File: src/rtl/trng_sample_ctrl_if.sv
// Word output port of the TRNG sampler: producer drives data/valid, consumer drives ready.
// Transfer occurs on any cycle with word_valid && word_ready.
interface trng_sample_ctrl_if #(
  parameter int WORD_WIDTH = 32
) ();
  logic [WORD_WIDTH-1:0] word_data;
  logic                  word_valid;
  logic                  word_ready;

  modport master (
    output word_data,
    output word_valid,
    input  word_ready
  );

  modport slave (
    input  word_data,
    input  word_valid,
    output word_ready
  );
endinterface

File: src/rtl/trng_sample_ctrl.sv
// RO entropy sequencer: warm-up, divided sampling into words, repetition-count health lockout.
// Word valid 2 cycles after the last sample; words held stable while ready is low, no sampling meanwhile.
module trng_sample_ctrl #(
  parameter int WORD_WIDTH    = 32,
  parameter int WARMUP_CYCLES = 256,
  parameter int SAMPLE_DIV    = 4,
  parameter int REP_LIMIT     = 32
) (
  input  logic               clock,
  input  logic               reset,
  input  logic               start,
  input  logic               stop,
  input  logic               raw_bit,
  output logic               ro_enable,
  output logic               busy,
  output logic               health_fail,
  trng_sample_ctrl_if.master word_if
);

  localparam int WCW = $clog2(WARMUP_CYCLES + 1);
  localparam int DVW = $clog2(SAMPLE_DIV + 1);
  localparam int BCW = $clog2(WORD_WIDTH + 1);
  localparam int RCW = $clog2(REP_LIMIT + 1);

  localparam logic [WCW-1:0] WARM_LAST = WCW'(WARMUP_CYCLES - 1);
  localparam logic [DVW-1:0] DIV_LAST  = DVW'(SAMPLE_DIV - 1);
  localparam logic [BCW-1:0] BIT_LAST  = BCW'(WORD_WIDTH - 1);
  localparam logic [RCW-1:0] REP_MAX   = RCW'(REP_LIMIT);

  typedef enum logic [2:0] {
    S_IDLE,
    S_WARMUP,
    S_COLLECT,
    S_HOLD,
    S_FAIL
  } state_t;

  state_t         state, state_next;
  logic [WCW-1:0] warm_cnt;
  logic [DVW-1:0] div_cnt;
  logic [BCW-1:0] bit_cnt;
  logic [RCW-1:0] rep_cnt, rep_next;
  logic           prev_bit;
  logic           sample_now;
  logic           rep_trip;
  logic           handshake;

  assign sample_now = (state == S_COLLECT) && (div_cnt == DIV_LAST);
  assign handshake  = (state == S_HOLD) && word_if.word_valid && word_if.word_ready;
  assign rep_trip   = sample_now && (rep_next == REP_MAX);

  // rep_cnt == 0 marks the first sample after warm-up, which always starts a new run.
  always_comb begin
    rep_next = rep_cnt;
    if ((rep_cnt == '0) || (raw_bit != prev_bit)) begin
      rep_next = RCW'(1);
    end else if (rep_cnt != REP_MAX) begin
      rep_next = rep_cnt + RCW'(1);
    end
  end

  always_comb begin
    state_next = state;
    case (state)
      S_IDLE: begin
        if (start && !stop) state_next = S_WARMUP;
      end
      S_WARMUP: begin
        if (stop)                         state_next = S_IDLE;
        else if (warm_cnt == WARM_LAST)   state_next = S_COLLECT;
      end
      S_COLLECT: begin
        // A failing sample locks out even if stop arrives in the same cycle.
        if (rep_trip)                              state_next = S_FAIL;
        else if (stop)                             state_next = S_IDLE;
        else if (sample_now && bit_cnt == BIT_LAST) state_next = S_HOLD;
      end
      S_HOLD: begin
        if (stop)           state_next = S_IDLE;
        else if (handshake) state_next = S_COLLECT;
      end
      S_FAIL: begin
        state_next = S_FAIL;
      end
      default: begin
        state_next = S_IDLE;
      end
    endcase
  end

  always_ff @(posedge clock) begin
    if (reset) begin
      state              <= S_IDLE;
      ro_enable          <= 1'b0;
      busy               <= 1'b0;
      health_fail        <= 1'b0;
      word_if.word_valid <= 1'b0;
      word_if.word_data  <= '0;
      warm_cnt           <= '0;
      div_cnt            <= '0;
      bit_cnt            <= '0;
      rep_cnt            <= '0;
      prev_bit           <= 1'b0;
    end else begin
      state       <= state_next;
      ro_enable   <= (state_next == S_WARMUP) || (state_next == S_COLLECT) || (state_next == S_HOLD);
      busy        <= (state_next == S_WARMUP) || (state_next == S_COLLECT) || (state_next == S_HOLD);
      health_fail <= health_fail || (state_next == S_FAIL);
      // Valid rises one cycle after HOLD entry: W*DIV+2 cycles per word with ready held high.
      word_if.word_valid <= (state == S_HOLD) && (state_next == S_HOLD);

      warm_cnt <= (state == S_WARMUP) ? warm_cnt + WCW'(1) : '0;

      if (state == S_COLLECT) begin
        div_cnt <= (div_cnt == DIV_LAST) ? '0 : div_cnt + DVW'(1);
      end else begin
        div_cnt <= '0;
      end

      if (sample_now) begin
        bit_cnt           <= (bit_cnt == BIT_LAST) ? '0 : bit_cnt + BCW'(1);
        word_if.word_data <= {word_if.word_data[WORD_WIDTH-2:0], raw_bit};
        prev_bit          <= raw_bit;
        rep_cnt           <= rep_next;
      end else begin
        if (state != S_COLLECT) bit_cnt <= '0;
        if (state == S_WARMUP)  rep_cnt <= '0;
      end
    end
  end

endmodule

File: src/flat_wrapper.sv
// flat-port wrapper written by rule: the top's interface ports become plain ports
module trng_sample_ctrl_flat 
#(
  parameter int WORD_WIDTH    = 32,
  parameter int WARMUP_CYCLES = 256,
  parameter int SAMPLE_DIV    = 4,
  parameter int REP_LIMIT     = 32
)
  (clock, reset, start, stop, raw_bit, ro_enable, busy, health_fail, word_if_word_data, word_if_word_valid, word_if_word_ready);
  trng_sample_ctrl_if #(.WORD_WIDTH(WORD_WIDTH)) word_if_i ();
  input  logic clock;
  input  logic reset;
  input  logic start;
  input  logic stop;
  input  logic raw_bit;
  output logic ro_enable;
  output logic busy;
  output logic health_fail;
  output wire logic [$bits(word_if_i.word_data)-1:0] word_if_word_data;
  output wire logic [$bits(word_if_i.word_valid)-1:0] word_if_word_valid;
  input wire logic [$bits(word_if_i.word_ready)-1:0] word_if_word_ready;
  assign word_if_word_data = word_if_i.word_data;
  assign word_if_word_valid = word_if_i.word_valid;
  assign word_if_i.word_ready = word_if_word_ready;
  trng_sample_ctrl #(.WORD_WIDTH(WORD_WIDTH), .WARMUP_CYCLES(WARMUP_CYCLES), .SAMPLE_DIV(SAMPLE_DIV), .REP_LIMIT(REP_LIMIT)) u_core (.clock(clock), .reset(reset), .start(start), .stop(stop), .raw_bit(raw_bit), .ro_enable(ro_enable), .busy(busy), .health_fail(health_fail), .word_if(word_if_i));
endmodule
File: config.mk
export PLATFORM = sky130hd
export DESIGN_NAME = trng_sample_ctrl_flat
export DESIGN_NICKNAME = d
export VERILOG_FILES = /design/src/rtl/trng_sample_ctrl_if.sv /design/src/rtl/trng_sample_ctrl.sv /design/src/flat_wrapper.sv
export SDC_FILE = /design/constraint.sdc
export NUM_CORES = 1
export LEC_CHECK = 0
export CAP_MARGIN = 25
export CORE_ASPECT_RATIO = 0.7
export CORE_MARGIN = 3
export CORE_UTILIZATION = 38
export DETAILED_ROUTE_END_ITERATION = 8
export PLACE_DENSITY_LB_ADDON = 0.1
export SYNTH_ARGS = -nofsm -noshare
export SYNTH_HDL_FRONTEND = slang
export SYNTH_SLANG_ARGS = --single-unit
File: constraint.sdc
create_clock -name clock -period 4.7 [get_ports clock]
set_clock_uncertainty 0.2 [all_clocks]
set_input_delay 0.47 -clock clock [delete_from_list [all_inputs] [get_ports clock]]
set_output_delay 0.47 -clock clock [all_outputs]
set_load 0.005 [all_outputs]
==> flow_metrics.tcl <==
set metrics [dict create \
    number_of_nets_with_antenna_violations_after_routing 0 \
    critical_path.most_common_cell "ha_1" \
    crit_slowest_cell "nor4_2" \
    ir_worst_vdd_mv 0.128 \
    postSynthNetCount 327 \
    number_of_global_route_vias_before_repair 2037 \
    slew-limit-headroom_pct 40.5 \
    cp_data_arrival_time_ns 2.77 \
    report.final.slew_viol_count 0 \
    diodes 0 \
    status "completed" \
    most_frequent_cells_in_the_layout "nand2_1 (73), dfxtp_1 (62), clkdlybuf4s50_1 (41)" \
    fmax_mhz 371 \
    fin_tns_setup_ns 0 \
    layout_commonest_cell "nand2_1" \
    final-setup-viol-count 0 \
    power_density_mw_per_mm2 320 \
    row_count 24 \
    detailedRoute.firstPassIterationCount 4 \
    cts_h_tree_lvls 3 \
    grt_usage_pct 14.7 \
    worstSetupEndpointType "register" \
    io_buffer_count 41 \
    drive_gt1_share_pct 7.37 \
    path_cells "ha_1, ha_1, nand4bb_1, buf_4, nor4_2, a21oi_1, a31oi_1" \
    initial_cell_density_of_the_core_pct 41.1 \
    rsz0062_at_grt "false" \
    p_leak_nw 1.17 \
    cp.required_ns 4.77 \
    tritoncts_clock_tree "yes" \
    hold-worst-slack_ns 0.243 \
    grt_max_degree 47 \
    timing_worst_slew_pin_value_ns 0.892 \
    ys.flop_type "dfxtp_1" \
    seq_area_frac_synth_pct 46.2 \
    clk_transition_reported_paths_ns 0.07 \
    grt_pass1_wl_mm 9.72 \
    tritoncts.num_buffers 9 \
    critical_path_buf_inv_count 1 \
    netlist_instances 314 \
    synth.cell_area_sq_mm 0.00269 \
    report.power.total_mw 1.06 \
    top_level_ports 42 \
    worst_path_largest_cell_delay_ns 0.53 \
    worstSkewPairLatency_ns 0.34 \
    via_per_inst 5.10 \
    detailroute.via_count 2265 \
    core_area_sq_mm 0.00655 \
    yosys_warnings 0 \
    max_fo_critical_path 26 \
    die-area_sq_mm 0.00813 \
    criticalPathCategory "register to register" \
    drt_iter0_markers 87 \
    syn_area_per_cell_sq_um 8.56 \
    final.min_clock_period_ns 2.70 \
    cts-hold-fix-buffers 0 \
    drv.max_cap_violation_count 0 \
    synth-seq-cells 62 \
    wl_per_cell_um 12.9 \
    overflow 0 \
    final.period_utilization_pct 57.4 \
    kind_of_path_behind_the_tightest_hold_check "register to register" \
    cts_setup_buffers 0 \
    max_clock_buf_depth 2 \
    drt_wl_total_mm 5.74 \
    critPathTopFamily "simple AND/OR/NAND/NOR gates" \
    syn2layout_area_growth_pct 23.5 \
    critPathLaunchType "register" \
    synth-edff-count 0 \
    synth_cell_type_count 49 \
    cts-root-buf "clkbuf_8" \
    antenna_found_initial 0 \
    place.gp.congestion 0.766 \
    ctsResizeCount 0 \
    die_height_um 76.4 \
    floorplan.die.width_um 107 \
    hpwlAfterDp_mm 3.82 \
    finalHoldViolations 0 \
    num-nets-final 362 \
    ys_async_sr_fraction_pct 0 \
    drc 0 \
    clkSinkCount 62 \
]
[final cells by class]
class	instances	area [sq um]
flip-flops and latches	62	1240
multi-input cells	223	1280
repair buffers	44	433
clock inverters	3	68.8
fillers	649	3230
well taps	91	114
inverters	9	33.8
clock buffers	12	145
[worst reg2reg max path, cell delays in order, from the launching register on]
cell	delay (ns)
dfxtp_1	0.34
ha_1	0.15
ha_1	0.28
nand4bb_1	0.44
buf_4	0.40
nor4_2	0.53
a21oi_1	0.14
a31oi_1	0.15
[report_power, final]
part / internal [mW] / switching, mW
clock: 0.312 / 0.201
combinational: 0.00937 / 0.0129
sequential: 0.526 / 0.00151
[routing by layer]
layer | up-vias | wire length (um) | track usage [%]
li1 | 1145 | - | -
met1 | 1045 | 2940 | 20.2
met2 | 62 | 2340 | 20.7
met3 | 13 | 370 | 5.76
met4 | 0 | 97 | 5.36
met5 | - | 0 | 0
[through the flow]
stage | instances | util (%) | instance area (sq um) | setup WS (ns)
finish | 444 | 50.7 | 3320 | 2.00
global route | 444 | 50.7 | 3320 | 1.72
CTS | 444 | 50.7 | 3320 | 1.94
detailed placement | 429 | 47.4 | 3100 | 1.99
global placement | 429 | 47.4 | 3100 | 2.13
floorplan | 314 | - | 2690 | 2.76
[synthesized netlist by cell type (all sizes together) (2+ instances only)]
library cell,number,area share [%]
o31ai,2,0.56
nor2,20,2.8
nand2,73,10
nor3,6,1.1
nand3b,2,0.56
buf,10,3.1
nand2b,3,0.70
nor3b,2,0.56
xor2,5,1.6
or3,3,0.74
a311oi,2,0.88
o21ai,7,1.3
nand3,7,1.3
a21oi,38,7.1
inv,9,1.3
ha,7,3.3
and3,7,1.7
clkbuf,10,1.8
a221oi,2,0.65
a22o,4,1.3
dfxtp,62,46
or2,2,0.47
nand4,2,0.47
a211oi,5,1.4
and4,2,0.65
xnor2,6,2.0
[cell families (layout without fill, tap and decap cells)]
group,count (synthesis),after routing,share of synthesized area (%)
mux,1,1,0.372
simple gates,135,135,24.1
flops,62,62,46.2
compound gates,69,69,16.4
fa+ha+maj,7,7,3.26
buf+inv,29,68,6.10
xor+xnor,11,11,3.58
[worst paths after layout]
check | depth (start not counted) | slack (ns) | from | endpoint
setup / recovery | 7 | 2.00 | u_core.div_cnt[0] | u_core.rep_cnt[2]
hold / removal | 1 | 0.24 | u_core.div_cnt[0] | u_core.div_cnt[0]
setup reg to reg | 7 | 2.00 | u_core.div_cnt[0] | u_core.rep_cnt[2]
hold reg to reg | 1 | 0.24 | u_core.div_cnt[0] | u_core.div_cnt[0]
[state kept, by name, indices dropped and copies added, names as in the netlist]
register and cells:
u_core.word_if.word_data 32, u_core.warm_cnt 9, u_core.word_if.word_valid 1, u_core.state 3
u_core.bit_cnt 6, u_core.rep_cnt 6, u_core.busy 1, u_core.health_fail 1
u_core.div_cnt 3
Note: power is estimated with default switching activity, not from simulation.
